==> src/rtl/seg_scan_if.sv <==
// Bus between the datapath and seg_scan_driver: display word in, pin-level scan signals out.
interface seg_scan_if #(
  parameter int DIGITS = 4
);
  logic [4*DIGITS-1:0] value;
  logic [DIGITS-1:0]   dp_in;
  logic [DIGITS-1:0]   blank_in;
  logic                load;
  logic [6:0]          seg;
  logic                dp;
  logic [DIGITS-1:0]   digit_sel;
  logic                frame_tick;

  modport master (
    output value, dp_in, blank_in, load,
    input  seg, dp, digit_sel, frame_tick
  );

  modport slave (
    input  value, dp_in, blank_in, load,
    output seg, dp, digit_sel, frame_tick
  );
endinterface

==> src/rtl/seg_scan_driver.sv <==
// Multiplexed seven-segment scan driver with frame-atomic display updates and guard interval.
// Optional: define SEG_LZ_SUPPRESS_EN to darken leading-zero digits (digit 0 always shown).
module seg_scan_driver #(
  parameter int DIGITS     = 4,
  parameter int SCAN_DIV   = 1000,
  parameter int GUARD      = 2,
  parameter int ACTIVE_LOW = 0
) (
  input logic        clk,
  input logic        rst,
  seg_scan_if.slave  bus
);

  localparam int IW = (DIGITS > 1) ? $clog2(DIGITS) : 1;
  localparam int CW = $clog2(SCAN_DIV);
  localparam logic [CW-1:0] CNT_LAST = CW'(SCAN_DIV - 1);
  localparam logic [IW-1:0] IDX_LAST = IW'(DIGITS - 1);
  localparam logic [CW-1:0] GUARD_C  = CW'(GUARD);
  localparam logic          INV      = (ACTIVE_LOW != 0);

  logic [CW-1:0]       cnt_reg, cnt_next;
  logic [IW-1:0]       idx_reg, idx_next;
  logic                first_reg;
  logic                boundary;
  logic [4*DIGITS-1:0] pend_value_reg, pend_value_next;
  logic [DIGITS-1:0]   pend_dp_reg, pend_dp_next;
  logic [DIGITS-1:0]   pend_blank_reg, pend_blank_next;
  logic [4*DIGITS-1:0] shad_value_reg, shad_value_next;
  logic [DIGITS-1:0]   shad_dp_reg, shad_dp_next;
  logic [DIGITS-1:0]   shad_blank_reg, shad_blank_next;
  logic [6:0]          seg_reg, seg_next;
  logic                dp_reg, dp_next;
  logic [DIGITS-1:0]   sel_reg, sel_next;
  logic                tick_reg, tick_next;
  logic [3:0]          nibble_next;

  function automatic logic [6:0] hex7(input logic [3:0] n);
    logic [6:0] s;
    case (n)
      4'h0: s = 7'b0111111;
      4'h1: s = 7'b0000110;
      4'h2: s = 7'b1011011;
      4'h3: s = 7'b1001111;
      4'h4: s = 7'b1100110;
      4'h5: s = 7'b1101101;
      4'h6: s = 7'b1111101;
      4'h7: s = 7'b0000111;
      4'h8: s = 7'b1111111;
      4'h9: s = 7'b1101111;
      4'hA: s = 7'b1110111;
      4'hB: s = 7'b1111100;
      4'hC: s = 7'b0111001;
      4'hD: s = 7'b1011110;
      4'hE: s = 7'b1111001;
      default: s = 7'b1110001;
    endcase
    return s;
  endfunction

  // The first edge after reset only settles the scan at (0,0); it neither advances nor ticks.
  always_comb begin
    cnt_next = cnt_reg;
    idx_next = idx_reg;
    boundary = first_reg;
    if (!first_reg) begin
      if (cnt_reg == CNT_LAST) begin
        cnt_next = '0;
        if (idx_reg == IDX_LAST) begin
          idx_next = '0;
          boundary = 1'b1;
        end else begin
          idx_next = idx_reg + 1'b1;
        end
      end else begin
        cnt_next = cnt_reg + 1'b1;
      end
    end

    pend_value_next = bus.load ? bus.value    : pend_value_reg;
    pend_dp_next    = bus.load ? bus.dp_in    : pend_dp_reg;
    pend_blank_next = bus.load ? bus.blank_in : pend_blank_reg;

    // A load on the boundary edge bypasses pending straight into the new frame.
    shad_value_next = boundary ? pend_value_next : shad_value_reg;
    shad_dp_next    = boundary ? pend_dp_next    : shad_dp_reg;
    shad_blank_next = boundary ? pend_blank_next : shad_blank_reg;
  end

`ifdef SEG_LZ_SUPPRESS_EN
  logic [DIGITS-1:0] zero_from;
  for (genvar gi = 0; gi < DIGITS; gi++) begin : g_lz
    assign zero_from[gi] = ~|shad_value_next[4*DIGITS-1:4*gi];
  end
`endif

  // Outputs are computed from next-state so the registered pins line up with (idx, cnt).
  always_comb begin
    nibble_next = shad_value_next[{idx_next, 2'b00} +: 4];
    seg_next    = hex7(nibble_next);
    dp_next     = shad_dp_next[idx_next];
`ifdef SEG_LZ_SUPPRESS_EN
    if ((idx_next != '0) && zero_from[idx_next]) begin
      seg_next = '0;
    end
`endif
    if (shad_blank_next[idx_next]) begin
      seg_next = '0;
      dp_next  = 1'b0;
    end
    sel_next  = (cnt_next < GUARD_C) ? '0 : (DIGITS'(1) << idx_next);
    tick_next = boundary && !first_reg;
  end

  always_ff @(posedge clk) begin
    if (rst) begin
      cnt_reg        <= '0;
      idx_reg        <= '0;
      first_reg      <= 1'b1;
      pend_value_reg <= '0;
      pend_dp_reg    <= '0;
      pend_blank_reg <= '0;
      shad_value_reg <= '0;
      shad_dp_reg    <= '0;
      shad_blank_reg <= '0;
      seg_reg        <= {7{INV}};
      dp_reg         <= INV;
      sel_reg        <= {DIGITS{INV}};
      tick_reg       <= 1'b0;
    end else begin
      cnt_reg        <= cnt_next;
      idx_reg        <= idx_next;
      first_reg      <= 1'b0;
      pend_value_reg <= pend_value_next;
      pend_dp_reg    <= pend_dp_next;
      pend_blank_reg <= pend_blank_next;
      shad_value_reg <= shad_value_next;
      shad_dp_reg    <= shad_dp_next;
      shad_blank_reg <= shad_blank_next;
      seg_reg        <= seg_next ^ {7{INV}};
      dp_reg         <= dp_next ^ INV;
      sel_reg        <= sel_next ^ {DIGITS{INV}};
      tick_reg       <= tick_next;
    end
  end

  assign bus.seg        = seg_reg;
  assign bus.dp         = dp_reg;
  assign bus.digit_sel  = sel_reg;
  assign bus.frame_tick = tick_reg;

endmodule
==> src/flat_wrapper.sv <==
// flat-port wrapper written by rule: the top's interface ports become plain ports
module seg_scan_driver_flat 
#(
  parameter int DIGITS     = 4,
  parameter int SCAN_DIV   = 1000,
  parameter int GUARD      = 2,
  parameter int ACTIVE_LOW = 0
)
  (clk, rst, bus_value, bus_dp_in, bus_blank_in, bus_load, bus_seg, bus_dp, bus_digit_sel, bus_frame_tick);
  seg_scan_if #(.DIGITS(DIGITS)) bus_i ();
  input logic clk;
  input logic rst;
  input wire logic [$bits(bus_i.value)-1:0] bus_value;
  input wire logic [$bits(bus_i.dp_in)-1:0] bus_dp_in;
  input wire logic [$bits(bus_i.blank_in)-1:0] bus_blank_in;
  input wire logic [$bits(bus_i.load)-1:0] bus_load;
  output wire logic [$bits(bus_i.seg)-1:0] bus_seg;
  output wire logic [$bits(bus_i.dp)-1:0] bus_dp;
  output wire logic [$bits(bus_i.digit_sel)-1:0] bus_digit_sel;
  output wire logic [$bits(bus_i.frame_tick)-1:0] bus_frame_tick;
  assign bus_i.value = bus_value;
  assign bus_i.dp_in = bus_dp_in;
  assign bus_i.blank_in = bus_blank_in;
  assign bus_i.load = bus_load;
  assign bus_seg = bus_i.seg;
  assign bus_dp = bus_i.dp;
  assign bus_digit_sel = bus_i.digit_sel;
  assign bus_frame_tick = bus_i.frame_tick;
  seg_scan_driver #(.DIGITS(DIGITS), .SCAN_DIV(SCAN_DIV), .GUARD(GUARD), .ACTIVE_LOW(ACTIVE_LOW)) u_core (.clk(clk), .rst(rst), .bus(bus_i));
endmodule
==> config.mk <==
export PLATFORM = sky130hd
export DESIGN_NAME = seg_scan_driver_flat
export DESIGN_NICKNAME = d
export VERILOG_FILES = /design/src/rtl/seg_scan_if.sv /design/src/rtl/seg_scan_driver.sv /design/src/flat_wrapper.sv
export SDC_FILE = /design/constraint.sdc
export NUM_CORES = 1
export LEC_CHECK = 0
export CAP_MARGIN = 5
export CORE_UTILIZATION = 45
export CTS_CLUSTER_SIZE = 12
export DETAILED_ROUTE_END_ITERATION = 8
export DONT_BUFFER_PORTS = 1
export PLACE_DENSITY = 0.71
export SKIP_LAST_GASP = 1
export SLEW_MARGIN = 20
export SYNTH_ARGS = -nofsm -noshare
export SYNTH_HDL_FRONTEND = slang
export SYNTH_SLANG_ARGS = --single-unit
==> constraint.sdc <==
create_clock -name clk -period 4.23 [get_ports clk]
set_input_delay 0.6345 -clock clk [delete_from_list [all_inputs] [get_ports clk]]
set_output_delay 0.6345 -clock clk [all_outputs]
set_load 0.05 [all_outputs]
Word level (Yosys, flattened, before mapping). Memories as Yosys holds them, arrays and structs flattened. A register that Yosys moved wholly into a read port is not among the register bits. Index checks and enable logic that the tools add are counted.

Shift-type cells: 2. Reductions and logical operators: 4. $add $sub $neg: 2. Equal/unequal tests: 2. Bitwise operators: 0. Divide/modulo/power cells: 0. Mux-type cells: 19. $mul: 0. Order comparisons: 2.

Operator list (count): $mux 16 (2); $mux 10 (2); $mux 4 (4); $shiftx 16x5->4 (1); $add 10x1->10 const B (1); $eq 10x10->1 const B (1); $lt 10x2->1 const B (1); $mux 1 (6); $mux 2 (3); $bmux 1 s2 (2); $reduce_or 2->1 (2); $shl 1x2->4 const A (1); $lt 2x3->1 const B (1); $add 2x1->2 const B (1); $eq 2x2->1 const B (1); $logic_and 1x1->1 (1); $logic_not 1->1 (1).

Memories: 1. Bits of input ports: 27. ROM bits: 112. Register bits after elaboration: 67. Output and inout port bits: 13. Word-level logic and storage cells: 44. RAM bits: 0. Bits in latches: 0.

Memories: (name not given) (words 16, width 7, read ports 1, clocked after memory_dff 1, wr ports 0, RTL line seg_scan_driver.sv:39) `case (n)`.

Depth between registers and ports, before layout. Gate-level depths: netlist of run 1.

Word-level depth: 8. Mapped depth: 16. Depth with buffers taken out: 12.

Worst setup path before layout of run 1. No wires, ideal clock.

Kind: input to register. From: in bus_load. To: reg u_core.seg_reg[3] (netlist: u_core.bus.seg[3]). Buffers on the path: 3. Stages: 12. Setup slack: 1.108 ns. Arrival time: 3.036 ns. Setup time: 0.086 ns. Required time: 4.144 ns. Cell sequence: clkbuf_1 -> buf_2 -> buf_2 -> mux2i_1 -> nand2_1 -> o21ai_0 -> mux2i_1 -> mux2i_1 -> inv_1 -> ha_1 -> mux2_2 -> a211oi_1.

Longest elaborated chain between the ends: 5. Elaborated cells on any way between the ends: 8. Classes of those cells: shift: 1; mux: 6; reduce/logical: 1.

Ends and longest elaborated chain: start: declaration (RTL line flat_wrapper.sv:16) `input wire logic [$bits(bus_i.load)-1:0] bus_load;`; parallel branches: the longest is 5 deep, another holds $mux 16; end: declaration (RTL line seg_scan_driver.sv:31) `logic [6:0] seg_reg, seg_next;`.

Parallel ways; which one is timed is not known. The select of a mux whose other input is x is not followed. A chain may end at the register's enable or synchronous reset.

Worst setup path in the final report of run 1.
From: reg u_core.cnt_reg[0]. To: reg u_core.seg_reg[3] (netlist: u_core.bus.seg[3]).

Longest elaborated chain between the ends: 7. Elaborated cells on any way between the ends: 11. Classes of those cells: eq/ne: 1; shift: 1; mux: 8; reduce/logical: 1.

Ends and longest elaborated chain: start: declaration (RTL line seg_scan_driver.sv:21) `logic [CW-1:0] cnt_reg, cnt_next;`; start signal: assignment (RTL line seg_scan_driver.sv:130) `cnt_reg <= cnt_next;`; $eq 10x10->1 * (RTL line seg_scan_driver.sv:66) `if (cnt_reg == CNT_LAST) begin`; parallel branches: the longest is 6 deep, another holds $mux 16.

Every way passes the cells marked *. The select of a mux whose other input is x is not followed.

==> flow_metrics.env, run 1 <==
export IMPL_die_width_um=89.2
export IMPL_cts_root_buf="clkbuf_8"
export IMPL_power_density_nw_per_um2=397
export IMPL_vias_per_cell=5.38
export IMPL_netlist_instances=361
export IMPL_synthToLayoutAreaGrowth_pct=5.23
export IMPL_cts_sinks=74
export IMPL_drt_pass1_iter_count=4
export IMPL_clk_insertion_delay_late_ns=0.35
export IMPL_period_needed_ns=3.37
export IMPL_dp_hpwl_um=4330
export IMPL_final_setup_worst_slack_ns=0.860
export IMPL_layout_common_cells="74 x dfxtp_1, 61 x nor2_1, 28 x mux2i_1"
export IMPL_r2r_cells=10
export IMPL_cts_tree="yes"
export IMPL_ys_ff_latch=74
export IMPL_finalCritPeriodShare=0.797
export IMPL_tightest_slew_ns=0.681
export IMPL_r2r_end="u_core.bus.seg[3]"
export IMPL_reg2reg_from="u_core.cnt_reg[0]"
export IMPL_post_route_drc_count=0
export IMPL_antenna_found_initial=0
export IMPL_yosysWarningCount=0
export IMPL_swShare=0.269
export IMPL_ys_seq_area_frac=0.433
export IMPL_rrSetupSlack_ns=0.86
export IMPL_fin_area_um2=3600
export IMPL_pre_cts_ws_ns=0.853
export IMPL_htree_levels=3
export IMPL_cts_hold_buffers_added=0
export IMPL_initial_core_util=0.469
export IMPL_row_count=31
export IMPL_drv_cap=0
export IMPL_cp_startpoint="u_core.cnt_reg[0]"
export IMPL_clk_path_buf_depth=2
export IMPL_die_h_um=89.2
export IMPL_pwr_share_clk=0.358
export IMPL_ios=40
export IMPL_report_final_hold_viol_count=0
export IMPL_p_int_w=0.00104
export IMPL_grt_pass1_wl_um=10100
export IMPL_p_comb_frac=0.093
export IMPL_cts_resized=0
export IMPL_status="completed"
export IMPL_dieArea_um2=7950
export IMPL_cp_max_fo=12
export IMPL_hold_path_class="input pin to register"
export IMPL_synth_distinct_cells=53
export IMPL_cts_setup_buffers=0
export IMPL_first_iter_violations=147
export IMPL_first_global_vias=2135
export IMPL_io_buffers=0
export IMPL_antenna_left=0
export IMPL_end_kind="register"
export IMPL_switchingPower_w=0.000385
export IMPL_final_common_cell="dfxtp_1"
export IMPL_track_usage=0.170
export IMPL_relSlewSlack=0.546
export IMPL_final_nets=383
export IMPL_grt_ovfl_total=0
export IMPL_arrival_ns=3.65
export IMPL_cp_required_ns=4.51
export IMPL_cp_endpoint="u_core.bus.seg[3]"
export IMPL_power_frac_seq=0.549
export IMPL_drive_above_1_share=0.116
export IMPL_finalSetupTns_ns=0
export IMPL_criticalPathCategory="register to register"
export IMPL_setup_violations=0
export IMPL_grt_max_degree=66
export IMPL_synth_area_per_cell_um2=9.47
export IMPL_synthArstFlopShare=0
export IMPL_synth_fp_nets=397
export IMPL_vias=2425
export IMPL_finalClockSkew_ns=0.00781
export IMPL_synth_area_um2=3420
export IMPL_drt_wl_total_um=6170
export IMPL_hold_ws_ns=0.311
export IMPL_wl_per_cell_um=13.7
export IMPL_leakage_nw=1.45
export IMPL_design_power_total_w=0.00143
export IMPL_dpl_cell_area_um2=3410
export IMPL_cts_buffers=9
export IMPL_drv_slew=0
export IMPL_synth_edf_count=0
export IMPL_cp_start_kind="register"
export IMPL_timing_fmax_mhz=297
export IMPL_rsz0062_at_grt="false"
export IMPL_synth_main_ff_cell="dfxtp_1"
export IMPL_coreArea_um2=7290
export IMPL_gp_congestion=0.813
export IMPL_diodes=0
export IMPL_hold_path_startpoint="rst"
export IMPL_clkTransAtPathRegs_ns=0.08
export IMPL_ir_drop_mv=0.146
worst min-delay path by stage:
| stage | to | cells past startpoint |
|---|---|---|
| after floorplan | u_core.pend_value_reg[10] | 2 |
| after global placement | u_core.shad_blank_reg[2] | 2 |
| after detailed placement | u_core.pend_value_reg[10] | 2 |
| after CTS | u_core.first_reg | 0 |
| after global routing | u_core.first_reg | 0 |
| final | u_core.first_reg | 0 |
worst max-delay path, stage by stage, from the launching register on:
cell,delay (ns)
dfxtp_1,0.39
ha_1,0.27
nand3b_1,0.23
o31ai_1,0.44
nand2_1,0.43
mux2i_1,0.22
mux2i_1,0.44
inv_1,0.16
ha_1,0.24
mux2_2,0.26
a211oi_1,0.21
Yosys cell counts, types with 3 or more instances:
| cell | count | area share |
|---|---|---|
| dfxtp_1 | 74 | 0.43 |
| nor2_1 | 61 | 0.067 |
| mux2i_1 | 28 | 0.082 |
| nand2_1 | 23 | 0.025 |
| clkbuf_1 | 14 | 0.015 |
| a21oi_1 | 13 | 0.019 |
| mux2_2 | 13 | 0.043 |
| nor2b_1 | 11 | 0.020 |
| o21ai_0 | 11 | 0.016 |
| a211oi_1 | 9 | 0.020 |
| ha_1 | 9 | 0.033 |
| nor3_1 | 8 | 0.012 |
| buf_2 | 7 | 0.010 |
| nand3b_1 | 6 | 0.013 |
| inv_1 | 5 | 0.0055 |
| nand2b_1 | 5 | 0.0091 |
| a311oi_1 | 4 | 0.010 |
| xnor2_1 | 4 | 0.010 |
| a22oi_1 | 3 | 0.0066 |
| buf_4 | 3 | 0.0066 |
| mux4_2 | 3 | 0.020 |
| nand3_1 | 3 | 0.0044 |
| nand4_1 | 3 | 0.0055 |
| nand4b_1 | 3 | 0.0077 |
| xor2_1 | 3 | 0.0077 |
cell families (layout without fill, tap and decap cells):
| family | count (synthesis) | in the layout | share of synthesized area |
|---|---|---|---|
| flops | 74 | 74 | 0.433 |
| simple gates | 138 | 138 | 0.201 |
| fa+ha+maj | 9 | 9 | 0.0329 |
| mux | 46 | 46 | 0.152 |
| buf+inv | 31 | 22 | 0.0468 |
| xor+xnor | 7 | 7 | 0.0179 |
| compound gates | 56 | 56 | 0.116 |
power groups by stage:
stage	Combinational [W]	Sequential [W]	Clock [W]
6_report	0.000133	0.000785	0.000512
5_1_grt	0.000151	0.000790	0.000562
4_1_cts	0.000133	0.000785	0.000528
3_5_place_dp	0.000132	0.000802	0
3_3_place_gp	0.000129	0.000800	0
2_1_floorplan	0.000125	0.000797	0
per-stage QoR:
step,utilization,std cells
finish,0.493,451
global route,0.493,451
CTS,0.493,451
detailed placement,0.468,435
global placement,0.468,435
floorplan,-,361
metal layers:
metal / global-route usage / vias to the layer above / part of all wire
li1: - / 1237 / -
met1: 0.230 / 1130 / 0.50
met2: 0.242 / 50 / 0.44
met3: 0.0600 / 8 / 0.055
met4: 0.0779 / 0 / 0.012
met5: 0 / - / 0
cell type report:
| cell class | instances | area [um^2] |
|---|---|---|
| multi-input cells | 256 | 1780 |
| fillers | 723 | 3690 |
| clock buffers | 11 | 151 |
| clock inverters | 5 | 37.5 |
| repair buffers | 1 | 7.51 |
| flip-flops and latches | 74 | 1480 |
| well taps | 99 | 124 |
| inverters | 5 | 18.8 |
(Power assumes the default switching activity.)
==> inputs of run 2 (changes only) <==
==> constraint.sdc (replaced) <==
create_clock -name clk -period 3.4 [get_ports clk]
set_input_delay 0.51 -clock clk [delete_from_list [all_inputs] [get_ports clk]]
set_output_delay 0.51 -clock clk [all_outputs]
set_load 0.05 [all_outputs]
==> run 2 against run 1 <==
Effect of this change:
- cell count rose by 1.1%
- first-iteration DRC count is 2.0% lower
- via count up 1.0%
- sequential power is 24% higher
- worst setup slack got worse by 0.60 ns
- clock power is 45% higher
- non-clock buffer count grew 5
- register-to-register slack got worse by 0.60 ns
==> flow_metrics.env, run 2 (same netlist as run 1, synthesis figures left out) <==
export IMPL_drt_wl_total_um=6460
export IMPL_clk_path_buf_depth=2
export IMPL_diodes=0
export IMPL_coreArea_um2=7290
export IMPL_r2r_cells=11
export IMPL_report_final_hold_viol_count=0
export IMPL_layout_common_cells="74 x dfxtp_1, 61 x nor2_1, 28 x mux2i_1"
export IMPL_cts_root_buf="clkbuf_8"
export IMPL_period_needed_ns=3.14
export IMPL_dp_hpwl_um=4510
export IMPL_relSlewSlack=0.671
export IMPL_vias_per_cell=5.37
export IMPL_power_frac_seq=0.517
export IMPL_status="completed"
export IMPL_cts_sinks=74
export IMPL_r2r_end="u_core.bus.seg[3]"
export IMPL_pwr_share_clk=0.394
export IMPL_final_common_cell="dfxtp_1"
export IMPL_initial_core_util=0.469
export IMPL_cp_max_fo=32
export IMPL_antenna_found_initial=0
export IMPL_reg2reg_from="u_core.cnt_reg[0]"
export IMPL_p_int_w=0.00141
export IMPL_io_buffers=0
export IMPL_dieArea_um2=7950
export IMPL_drv_slew=0
export IMPL_clkTransAtPathRegs_ns=0.09
export IMPL_criticalPathCategory="register to register"
export IMPL_rrSetupSlack_ns=0.26
export IMPL_p_comb_frac=0.089
export IMPL_leakage_nw=1.49
export IMPL_grt_ovfl_total=0
export IMPL_post_route_drc_count=0
export IMPL_finalSetupTns_ns=0
export IMPL_first_iter_violations=144
export IMPL_first_global_vias=2193
export IMPL_drt_pass1_iter_count=4
export IMPL_htree_levels=3
export IMPL_cts_hold_buffers_added=0
export IMPL_antenna_left=0
export IMPL_cp_endpoint="u_core.bus.seg[3]"
export IMPL_cts_setup_buffers=0
export IMPL_swShare=0.253
export IMPL_grt_max_degree=66
export IMPL_ir_drop_mv=0.189
export IMPL_cts_tree="yes"
export IMPL_vias=2450
export IMPL_gp_congestion=0.847
export IMPL_cts_buffers=9
export IMPL_synthToLayoutAreaGrowth_pct=7.28
export IMPL_wl_per_cell_um=14.2
export IMPL_rsz0062_at_grt="false"
export IMPL_finalCritPeriodShare=0.925
export IMPL_power_density_nw_per_um2=515
export IMPL_grt_pass1_wl_um=10400
export IMPL_switchingPower_w=0.000479
export IMPL_setup_violations=0
export IMPL_track_usage=0.171
export IMPL_drv_cap=0
export IMPL_cp_required_ns=3.66
export IMPL_end_kind="register"
export IMPL_ios=40
export IMPL_die_width_um=89.2
export IMPL_tightest_slew_ns=0.493
export IMPL_clk_insertion_delay_late_ns=0.35
export IMPL_arrival_ns=3.41
export IMPL_final_nets=388
export IMPL_fin_util=0.503
export IMPL_row_count=31
export IMPL_timing_fmax_mhz=318
export IMPL_drive_above_1_share=0.129
export IMPL_cp_start_kind="register"
export IMPL_finalClockSkew_ns=0.0118
export IMPL_cp_startpoint="u_core.cnt_reg[0]"
export IMPL_cts_resized=0
export IMPL_hold_path_class="input pin to register"
export IMPL_die_h_um=89.2
run 2: changes by cell type in the layout (fill, tap and decap cells not counted):
cell       previous run  this run
buf_4                 1         6
bufinv_16             0         2
clkbuf_8             11         9
clkbuf_1              0         1
clkinv_4              1         0
o31ai_1               2         1
o31ai_2               0         1
run 2: worst min-delay path by stage:
stage	startpoint	to	slack (ns)	cells past startpoint
floorplan	u_core.pend_value_reg[10]	u_core.pend_value_reg[10]	0.45	2
global placement	u_core.shad_blank_reg[2]	u_core.shad_blank_reg[2]	0.47	2
detailed placement	u_core.shad_value_reg[8]	u_core.shad_value_reg[8]	0.48	2
CTS	rst	u_core.first_reg	0.17	0
global route	rst	u_core.first_reg	0.16	0
finish	rst	u_core.first_reg	0.19	0
run 2: power groups by stage:
stage	clock [W]	combinational [W]	sequential (W)
5_1_grt	0.000804	0.000189	0.000983
6_report	0.000744	0.000168	0.000977
4_1_cts	0.000764	0.000169	0.000977
3_3_place_gp	0	0.000165	0.000996
2_1_floorplan	0	0.000156	0.000992
3_5_place_dp	0	0.000168	0.000998
run 2: final cells by class:
cell class / instances / area [um^2]
Clock buffer: 10 / 128
Fill cell: 699 / 3620
Tap cell: 99 / 124
Inverter: 5 / 18.8
Multi-Input combinational cell: 256 / 1780
Sequential cell: 74 / 1480
Timing Repair Buffer: 6 / 45.0
Clock inverter: 6 / 88.8
run 2: critical path: stages (launching register included):
cell and delay (ns):
dfxtp_1 0.39, ha_1 0.26, and3_1 0.26, a31o_4 0.44, mux2i_1 0.29, nor2_1 0.06, a211oi_1 0.29, or2_2 0.23
inv_1 0.09, ha_1 0.22, mux2_2 0.28, a211oi_1 0.26
run 2: routing by layer:
metal | vias to the layer above | share of wire | track usage
li1 | 1252 | - | -
met4 | 0 | 0.015 | 0.0606
met5 | - | 0 | 0
met1 | 1124 | 0.49 | 0.234
met3 | 10 | 0.058 | 0.0572
met2 | 64 | 0.43 | 0.251
run 2: per-stage QoR:
step	power (W)	instance area (um^2)	hold WS, ns	setup WS, ns	std cells
finish	0.00189	3670	0.185	0.255	456
global route	0.00198	3670	0.162	0.0206	456
CTS	0.00191	3660	0.172	0.317	456
detailed placement	0.00117	3450	0.482	0.339	440
global placement	0.00116	3450	0.470	0.430	440
floorplan	0.00115	3420	0.451	0.368	361
==> inputs of run 3 (changes only) <==
--- a/config.mk
+++ b/config.mk
@@ -5,11 +5,12 @@
 export SDC_FILE = /design/constraint.sdc
 export NUM_CORES = 1
 export LEC_CHECK = 0
-export CAP_MARGIN = 5
+export CAP_MARGIN = 10
 export CORE_UTILIZATION = 45
 export CTS_CLUSTER_SIZE = 12
 export DETAILED_ROUTE_END_ITERATION = 8
 export DONT_BUFFER_PORTS = 1
+export GPL_TIMING_DRIVEN = 0
 export PLACE_DENSITY = 0.71
 export SKIP_LAST_GASP = 1
 export SLEW_MARGIN = 20
==> run 3 against run 2 <==
Effect of this change:
- combinational power up 20%
- global-route usage up 1.4 points
- critical endpoint is now u_core.bus.seg[0]
- utilization is 2.8 points higher
- clock skew decreased by 0.0014 ns
- critical path depth is 3 higher
==> flow_metrics.env, run 3 (same netlist as run 1, synthesis figures left out) <==
export IMPL_grt_ovfl_total=0
export IMPL_drive_above_1_share=0.163
export IMPL_cts_tree="yes"
export IMPL_gp_congestion=0.832
export IMPL_vias=2574
export IMPL_cts_buffers=9
export IMPL_row_count=31
export IMPL_track_usage=0.185
export IMPL_timing_fmax_mhz=314
export IMPL_grt_pass1_wl_um=11000
export IMPL_fin_area_um2=3870
export IMPL_cts_root_buf="clkbuf_8"
export IMPL_layout_common_cells="74 x dfxtp_1, 61 x nor2_1, 26 x mux2i_1"
export IMPL_end_kind="register"
export IMPL_hold_path_class="input pin to register"
export IMPL_synthToLayoutAreaGrowth_pct=13.3
export IMPL_cp_cell_sequence="ha_1, and3_1, a31o_4, buf_12, buf_6, buf_2, nor2_1, a21oi_1, a211oi_1, or2_2, inv_1, ha_1, or3_1, a31oi_1"
export IMPL_drt_pass1_iter_count=4
export IMPL_rsz0062_at_grt="false"
export IMPL_final_nets=411
export IMPL_finalCritPeriodShare=0.938
export IMPL_clk_path_buf_depth=2
export IMPL_wl_per_cell_um=14.7
export IMPL_htree_levels=3
export IMPL_die_h_um=89.2
export IMPL_coreArea_um2=7290
export IMPL_dieArea_um2=7950
export IMPL_finalSetupTns_ns=0
export IMPL_period_needed_ns=3.19
export IMPL_leakage_nw=1.58
export IMPL_clk_insertion_delay_late_ns=0.36
export IMPL_diodes=0
export IMPL_cts_hold_buffers_added=0
export IMPL_first_global_vias=2405
export IMPL_cts_sinks=74
export IMPL_arrival_ns=3.47
export IMPL_ios=40
export IMPL_crit_path_top_delay_cell="or3_1"
export IMPL_post_route_drc_count=0
export IMPL_hold_ws_ns=0.180
export IMPL_drt_wl_total_um=7060
export IMPL_report_final_hold_viol_count=0
export IMPL_tightest_slew_ns=0.739
export IMPL_drv_slew=0
export IMPL_criticalPathCategory="register to register"
export IMPL_dp_hpwl_um=5040
export IMPL_antenna_left=0
export IMPL_io_buffers=0
export IMPL_first_iter_violations=158
export IMPL_ir_drop_mv=0.216
export IMPL_cp_start_kind="register"
export IMPL_slowest_delay_ns=0.37
export IMPL_cp_required_ns=3.68
export IMPL_drv_cap=0
export IMPL_antenna_found_initial=0
export IMPL_final_common_cell="dfxtp_1"
export IMPL_setup_violations=0
export IMPL_cp_max_fo=10
export IMPL_clkTransAtPathRegs_ns=0.08
export IMPL_relSlewSlack=0.507
export IMPL_grt_max_degree=15
export IMPL_status="completed"
export IMPL_finalClockSkew_ns=0.0104
export IMPL_initial_core_util=0.469
export IMPL_vias_per_cell=5.37
export IMPL_die_width_um=89.2
export IMPL_power_density_nw_per_um2=520
export IMPL_crit_path_frequent_cell="ha_1"
export IMPL_dpl_cell_area_um2=3540
-- run 3: layout make-up --
cell class | instances | area (um^2)
plain buffers | 26 | 144
clock buffers | 9 | 124
repair buffers | 3 | 35.0
flip-flops and latches | 74 | 1480
inverters | 5 | 18.8
clock inverters | 7 | 124
fillers | 672 | 3420
well taps | 99 | 124
multi-input cells | 256 | 1820
-- run 3: worst paths after layout --
check        slack, ns                       end                     start  cells after the start
max               0.21         u_core.bus.seg[0]         u_core.cnt_reg[0]                     14
min               0.18          u_core.first_reg                       rst                      0
max reg2reg       0.21         u_core.bus.seg[0]         u_core.cnt_reg[0]                     14
min reg2reg       0.50  u_core.pend_value_reg[4]  u_core.pend_value_reg[4]                      2
-- run 3: metal layers --
metal | up-vias | track usage | wire, um
met5 | - | 0 | 0
met4 | 0 | 0.0678 | 108
met3 | 9 | 0.0628 | 380
met2 | 54 | 0.300 | 3420
met1 | 1217 | 0.229 | 3160
li1 | 1294 | - | -
-- run 3: what timing repair did --
item                                    CTS  global route
gates resized for setup                   4             8
cloned                                    0             0
buffers inserted                          0             3
endpoints found under the setup margin    7             6
-- run 3: stage by stage --
| stage | setup slack [ns] | power (W) | util | cells |
|---|---|---|---|---|
| 3_5_place_dp | -0.339 | 0.00119 | 0.486 | 460 |
| 5_1_grt | 0.00117 | 0.00209 | 0.531 | 479 |
| 3_3_place_gp | -0.359 | 0.00118 | 0.486 | 460 |
| 6_report | 0.211 | 0.00201 | 0.531 | 479 |
| 4_1_cts | 0.0850 | 0.00202 | 0.523 | 476 |
| 2_1_floorplan | 0.368 | 0.00115 | - | 361 |
-- run 3: worst max-delay path: cells and delay by family, from the launching register on --
kind	cells	cell delay, ns
AND/OR/NAND/NOR	4	0.94
AO/OA/AOI/OAI	4	0.79
buffers and inverters	4	0.55
adder cells (fa/ha/maj)	2	0.51
flip-flops	1	0.35
-- run 3: power breakdown --
group          internal, W  total [W]  switching (W)
sequential        0.000916   0.000975      0.0000593
combinational    0.0000855   0.000201       0.000115
clock             0.000493   0.000838       0.000345
total              0.00150    0.00201       0.000520
